==> src/rtl/timer16_pkg.sv <==
// Shared types and constants for the 16-bit countdown timer.
package timer16_pkg;

    localparam int unsigned TIMER_WIDTH = 16;
    localparam logic [TIMER_WIDTH-1:0] TIMER_ZERO = 16'h0000;

    // Encoding 2'd3 is unused and steers back to IDLE.
    typedef enum logic [1:0] {
        ST_IDLE    = 2'd0,
        ST_LOADED  = 2'd1,
        ST_RUNNING = 2'd2
    } timer_state_t;

endpackage

==> src/rtl/countdown_timer16_dec16.sv <==
// Combinational 16-bit decrementer built as a ripple of half-subtractors.
module dec16 (
    output logic [15:0] dec_i0,
    output logic        borrow_out,
    input  logic [15:0] i0
);

    localparam int unsigned DW = 16;

    logic [DW:0] borrow;

    // Bit 0 subtracts one; every higher bit subtracts the borrow from below.
    always_comb begin
        borrow    = '0;
        dec_i0    = '0;
        borrow[0] = 1'b1;
        for (int i = 0; i < int'(DW); i++) begin
            dec_i0[i]     = i0[i] ^ borrow[i];
            borrow[i + 1] = ~i0[i] & borrow[i];
        end
        borrow_out = borrow[DW];
    end

endmodule

==> src/rtl/countdown_timer16.sv <==
// Loadable 16-bit countdown timer with one-cycle expiry pulse and optional auto-reload.
module countdown_timer16
    import timer16_pkg::*;
#(
    parameter int unsigned WIDTH             = TIMER_WIDTH,
    parameter bit          ZERO_RELOAD_BLOCK = 1'b1
) (
    input  logic             clk,
    input  logic             rst_n,
    input  logic             load_valid,
    output logic             load_ready,
    input  logic [WIDTH-1:0] load_value,
    input  logic             start,
    input  logic             stop,
    input  logic             tick_en,
    input  logic             reload_en,
    output logic [WIDTH-1:0] count,
    output logic             busy,
    output logic             expired
);

    timer_state_t     state_q, state_d;
    logic [WIDTH-1:0] count_q, count_d;
    logic [WIDTH-1:0] reload_q, reload_d;
    logic             expired_q, expired_d;

    logic [WIDTH-1:0] count_dec;
    logic             count_zero;
    logic             count_one;
    logic             load_acc;
    logic             reload_ok;

    dec16 u_dec16 (
        .dec_i0     (count_dec),
        .borrow_out (count_zero),
        .i0         (count_q)
    );

    // dec16 only borrows out of the top bit when decrementing zero.
    assign count_one  = (count_q == WIDTH'(1));
    assign load_acc   = load_valid && (state_q != ST_RUNNING);
    assign reload_ok  = reload_en && (!ZERO_RELOAD_BLOCK || (reload_q != TIMER_ZERO));

    assign load_ready = (state_q != ST_RUNNING);
    assign busy       = (state_q == ST_RUNNING);
    assign count      = count_q;
    assign expired    = expired_q;

    // Next-state, counter and expiry logic.
    always_comb begin
        state_d   = state_q;
        count_d   = count_q;
        reload_d  = reload_q;
        expired_d = 1'b0;
        unique case (state_q)
            ST_IDLE: begin
                if (load_acc) begin
                    count_d  = load_value;
                    reload_d = load_value;
                    state_d  = ST_LOADED;
                end
            end
            ST_LOADED: begin
                if (load_acc) begin
                    count_d  = load_value;
                    reload_d = load_value;
                end else if (start && !stop) begin
                    if (count_zero) begin
                        expired_d = 1'b1;
                        state_d   = ST_IDLE;
                    end else begin
                        state_d = ST_RUNNING;
                    end
                end
            end
            ST_RUNNING: begin
                if (stop) begin
                    state_d = ST_LOADED;
                end else if (tick_en) begin
                    if (count_one) begin
                        expired_d = 1'b1;
                        if (reload_ok) begin
                            count_d = reload_q;
                        end else begin
                            count_d = TIMER_ZERO;
                            state_d = ST_IDLE;
                        end
                    end else if (!count_zero) begin
                        count_d = count_dec;
                    end
                end
            end
            default: state_d = ST_IDLE;
        endcase
    end

    // State and datapath registers.
    always_ff @(posedge clk or negedge rst_n) begin
        if (!rst_n) begin
            state_q   <= ST_IDLE;
            count_q   <= TIMER_ZERO;
            reload_q  <= TIMER_ZERO;
            expired_q <= 1'b0;
        end else begin
            state_q   <= state_d;
            count_q   <= count_d;
            reload_q  <= reload_d;
            expired_q <= expired_d;
        end
    end

endmodule

==> config.mk <==
export PLATFORM = sky130hd
export DESIGN_NAME = countdown_timer16
export DESIGN_NICKNAME = d
export VERILOG_FILES = /design/src/rtl/timer16_pkg.sv /design/src/rtl/countdown_timer16_dec16.sv /design/src/rtl/countdown_timer16.sv
export SDC_FILE = /design/constraint.sdc
export NUM_CORES = 1
export LEC_CHECK = 0
export ABC_AREA = 1
export BUFFER_PORTS_ARGS = -buffer_cell sky130_fd_sc_hd__buf_4
export CORE_AREA = 10 10 90 92
export CTS_CLUSTER_SIZE = 24
export DETAILED_ROUTE_END_ITERATION = 10
export DIE_AREA = 0 0 100 102
export PLACE_DENSITY_LB_ADDON = 0.1
export SETUP_SLACK_MARGIN = 0.2
export SYNTH_ARGS = -nofsm -noshare
export SYNTH_HDL_FRONTEND = slang
export SYNTH_SLANG_ARGS = --single-unit
==> constraint.sdc <==
create_clock -name clk -period 10.65 [get_ports clk]
set_input_delay 1.065 -clock clk [delete_from_list [all_inputs] [get_ports clk]]
set_output_delay 1.065 -clock clk [all_outputs]
set_load 0.01 [all_outputs]
==> results_dict.tcl <==
set metrics [dict create \
    slew_violations 0 \
    syn_avg_cell_area_um2 7.63 \
    routedWlPerCell_um 14.6 \
    postCtsSetupBuffers 0 \
    clkPwrFrac_pct 11.5 \
    hp-start "count[1]" \
    cp_max_fo 32 \
    worst_slew_pin_slew_ns 0.626 \
    routabilityCongestion 0.767 \
    yosysUniqueCellTypes 27 \
    layout-drive-gt1-share_pct 21.2 \
    cts_buffer_depth 2 \
    fin_crit_sh_pct 41.6 \
    p_seq_share_pct 34.7 \
    rr_worst_depth 23 \
    final_util_pct 45.7 \
    cts.clk_slew.worst_paths_ns 0.07 \
    syn_nets 364 \
    crit_buf_inv 2 \
    cp-end-kind "flip-flop" \
    syn2layout_area_growth_pct 17.0 \
    dp_hpwl_um 4780 \
    grt_max_degree 36 \
    rr_endpoint "count[13]" \
    place_inst 429 \
    coreArea_um2 6280 \
    path_delay_family "adder cells" \
    synth_cells 321 \
    cp_slowest_stage_delay_ns 0.48 \
    grt_util_met2_pct 19.7 \
    grt_pass1_vias 2155 \
    p_sw_share_pct 46.6 \
    initial_core_util_pct 39.0 \
    grtUsageMet1_pct 18.1 \
    ir_drop_mv 0.172 \
    cts_resized 0 \
    cts_made_buffers 5 \
    whs_ns 0.520 \
    postRouteAntennaNets 0 \
    crit_chain "inv_1, ha_1, ha_1, ha_1, ha_1, ha_1, ha_1, ha_1, ha_1, ha_1, ha_1, ha_1, ha_1, ha_1, ha_1, ha_1, nand2_1, inv_1, nand2_1, nand3_2, nor2_1, nand2_1, nand2_1" \
    cts_hold_buffers 0 \
    cts_tree "yes" \
    drtPass1Iterations 4 \
    worstSetupStartpointType "flip-flop" \
    wirelength_um 6340 \
    diodes 0 \
    cts-htree-levels 2 \
    max-slew-margin-rel_pct 58.2 \
    top_usage_layer "met2" \
    grt_first_pass_wirelength_um 10800 \
    ys_seq_elements 35 \
    finalWorstPathRequiredPeriod_ns 4.43 \
    root_buffer "clkbuf_8" \
    vias 2117 \
    grt-ovfl-total 0 \
    gr-usage-met3_pct 3.04 \
    dpl_worst_slack_ns 6.22 \
    cellLeakagePower_uw 0.00153 \
    path_class "flip-flop to flip-flop" \
    required_ns 10.88 \
    setup_ws_ns 6.22 \
    port_buffers 41 \
    fin_cells 435 \
    worstHoldEndpoint "count[1]" \
    power.density_nw_per_um2 273 \
    fin_tns_setup_ns 0 \
    min_path_type "flip-flop to flip-flop" \
    ys_seq_area_share_pct 35.8 \
    cp_common_cell "ha_1" \
    skew_ns 0.00605 \
    r2r_slack_ns 6.22 \
    chipWidth_um 100 \
    drt_iter0_drc 105 \
    antenna_found_initial 0 \
    setup_viol 0 \
    io-pin-count 42 \
    clk_latency_ns 0.29 \
    cp.arrival_ns 4.65 \
    drv_cap 0 \
    rows 29 \
    fmax_ghz 0.226 \
    die_y_um 102 \
    hold_violations 0 \
    crit_slowest_cell "nand3_2" \
    switchingPower_uw 364 \
    dieArea_um2 10200 \
    drc_errors 0 \
    syn_area_um2 2450 \
    r2r-start "count[0]" \
    clock_sinks 35 \
    power.internal_uw 417 \
    synth_warnings 0 \
    viasPerCell 4.87 \
    whs_path_depth 2 \
    final_nets 402 \
    track_usage_pct 13.0 \
    rsz0062_at_grt "false" \
    comb_power_share_pct 53.8 \
    outcome "finished clean" \
]
-- worst max path at each step --
stage,slack (ns),end,cells past startpoint,start
2_1_floorplan,6.90,count[5],24,count[0]
3_3_place_gp,6.37,count[10],23,count[0]
3_5_place_dp,6.22,count[13],23,count[0]
4_1_cts,6.19,count[13],23,count[0]
5_1_grt,5.91,count[0],23,count[0]
6_report,6.22,count[13],23,count[0]
-- state kept, by name, indices dropped and copies added, names as in the netlist --
signal and cells:
count 16, expired 1, reload_q 16, state_q 2
-- power groups by stage --
| stage | logic (uW) | registers [uW] | clock network [uW] |
|---|---|---|---|
| final | 420 | 271 | 90.0 |
| after global routing | 489 | 283 | 99.1 |
| after CTS | 430 | 273 | 94.3 |
| after detailed placement | 428 | 275 | 0 |
| after global placement | 425 | 274 | 0 |
| after floorplan | 291 | 267 | 0 |
-- layout make-up --
type                            count  area [um^2]
Sequential cell                    35          876
Timing Repair Buffer               42          315
Clock buffer                        6         72.6
Tap cell                           77         96.3
Multi-Input combinational cell    234         1350
Inverter                           41          155
Fill cell                         683         3410
-- layout by cell type (no fill, tap or decap), types with 6 or more instances in the layout --
cell,synthesis,layout
inv_1,39,39
ha_1,20,20
nand3_1,20,20
a21oi_1,9,9
nor2_1,56,56
mux2_1,10,10
a21oi_2,10,10
nand2_1,73,73
mux2_2,6,6
dfrtp_1,35,35
o21ai_1,14,14
buf_4,3,42
-- synthesized netlist by cell type (all sizes together) --
library cell | count | area (um^2)
a21boi | 1 | 7.51
a21oi | 19 | 133
buf | 9 | 58.8
clkbuf | 2 | 8.75
clkinv | 1 | 5.00
dfrtp | 35 | 876
ha | 20 | 250
inv | 40 | 150
mux2 | 16 | 180
nand2 | 79 | 317
nand3 | 21 | 110
nand4 | 1 | 6.26
nor2 | 60 | 263
nor3 | 1 | 5.00
o21ai | 16 | 80.1
-- per-stage QoR --
stage               total power [uW]  area, um^2
global route                     871        2870
global placement                 699        2790
floorplan                        557        2450
CTS                              797        2870
finish                           782        2870
detailed placement               703        2790
-- routing by layer --
layer / vias to the layer above / wire length, um
li1: 1086 / -
met1: 979 / 3200
met2: 47 / 2730
met3: 5 / 353
met4: 0 / 57
met5: - / 0
-- worst reg2reg max path: cells and delay by family (launching register included) --
family / cells / cell delay [ns]
adders and majority gates: 15 / 2.73
buffers and inverters: 2 / 0.14
DFF: 1 / 0.40
and+or+nand+nor: 6 / 1.11
-- cell families (layout without fill, tap and decap cells) --
family	after synthesis	count (layout)	synth area share (%)
simple gates	162	162	28.6
buf+inv	52	89	9.09
compound gates	36	36	8.99
flops	35	35	35.8
fa+ha+maj	20	20	10.2
mux	16	16	7.35
(Power assumes the default switching activity.)
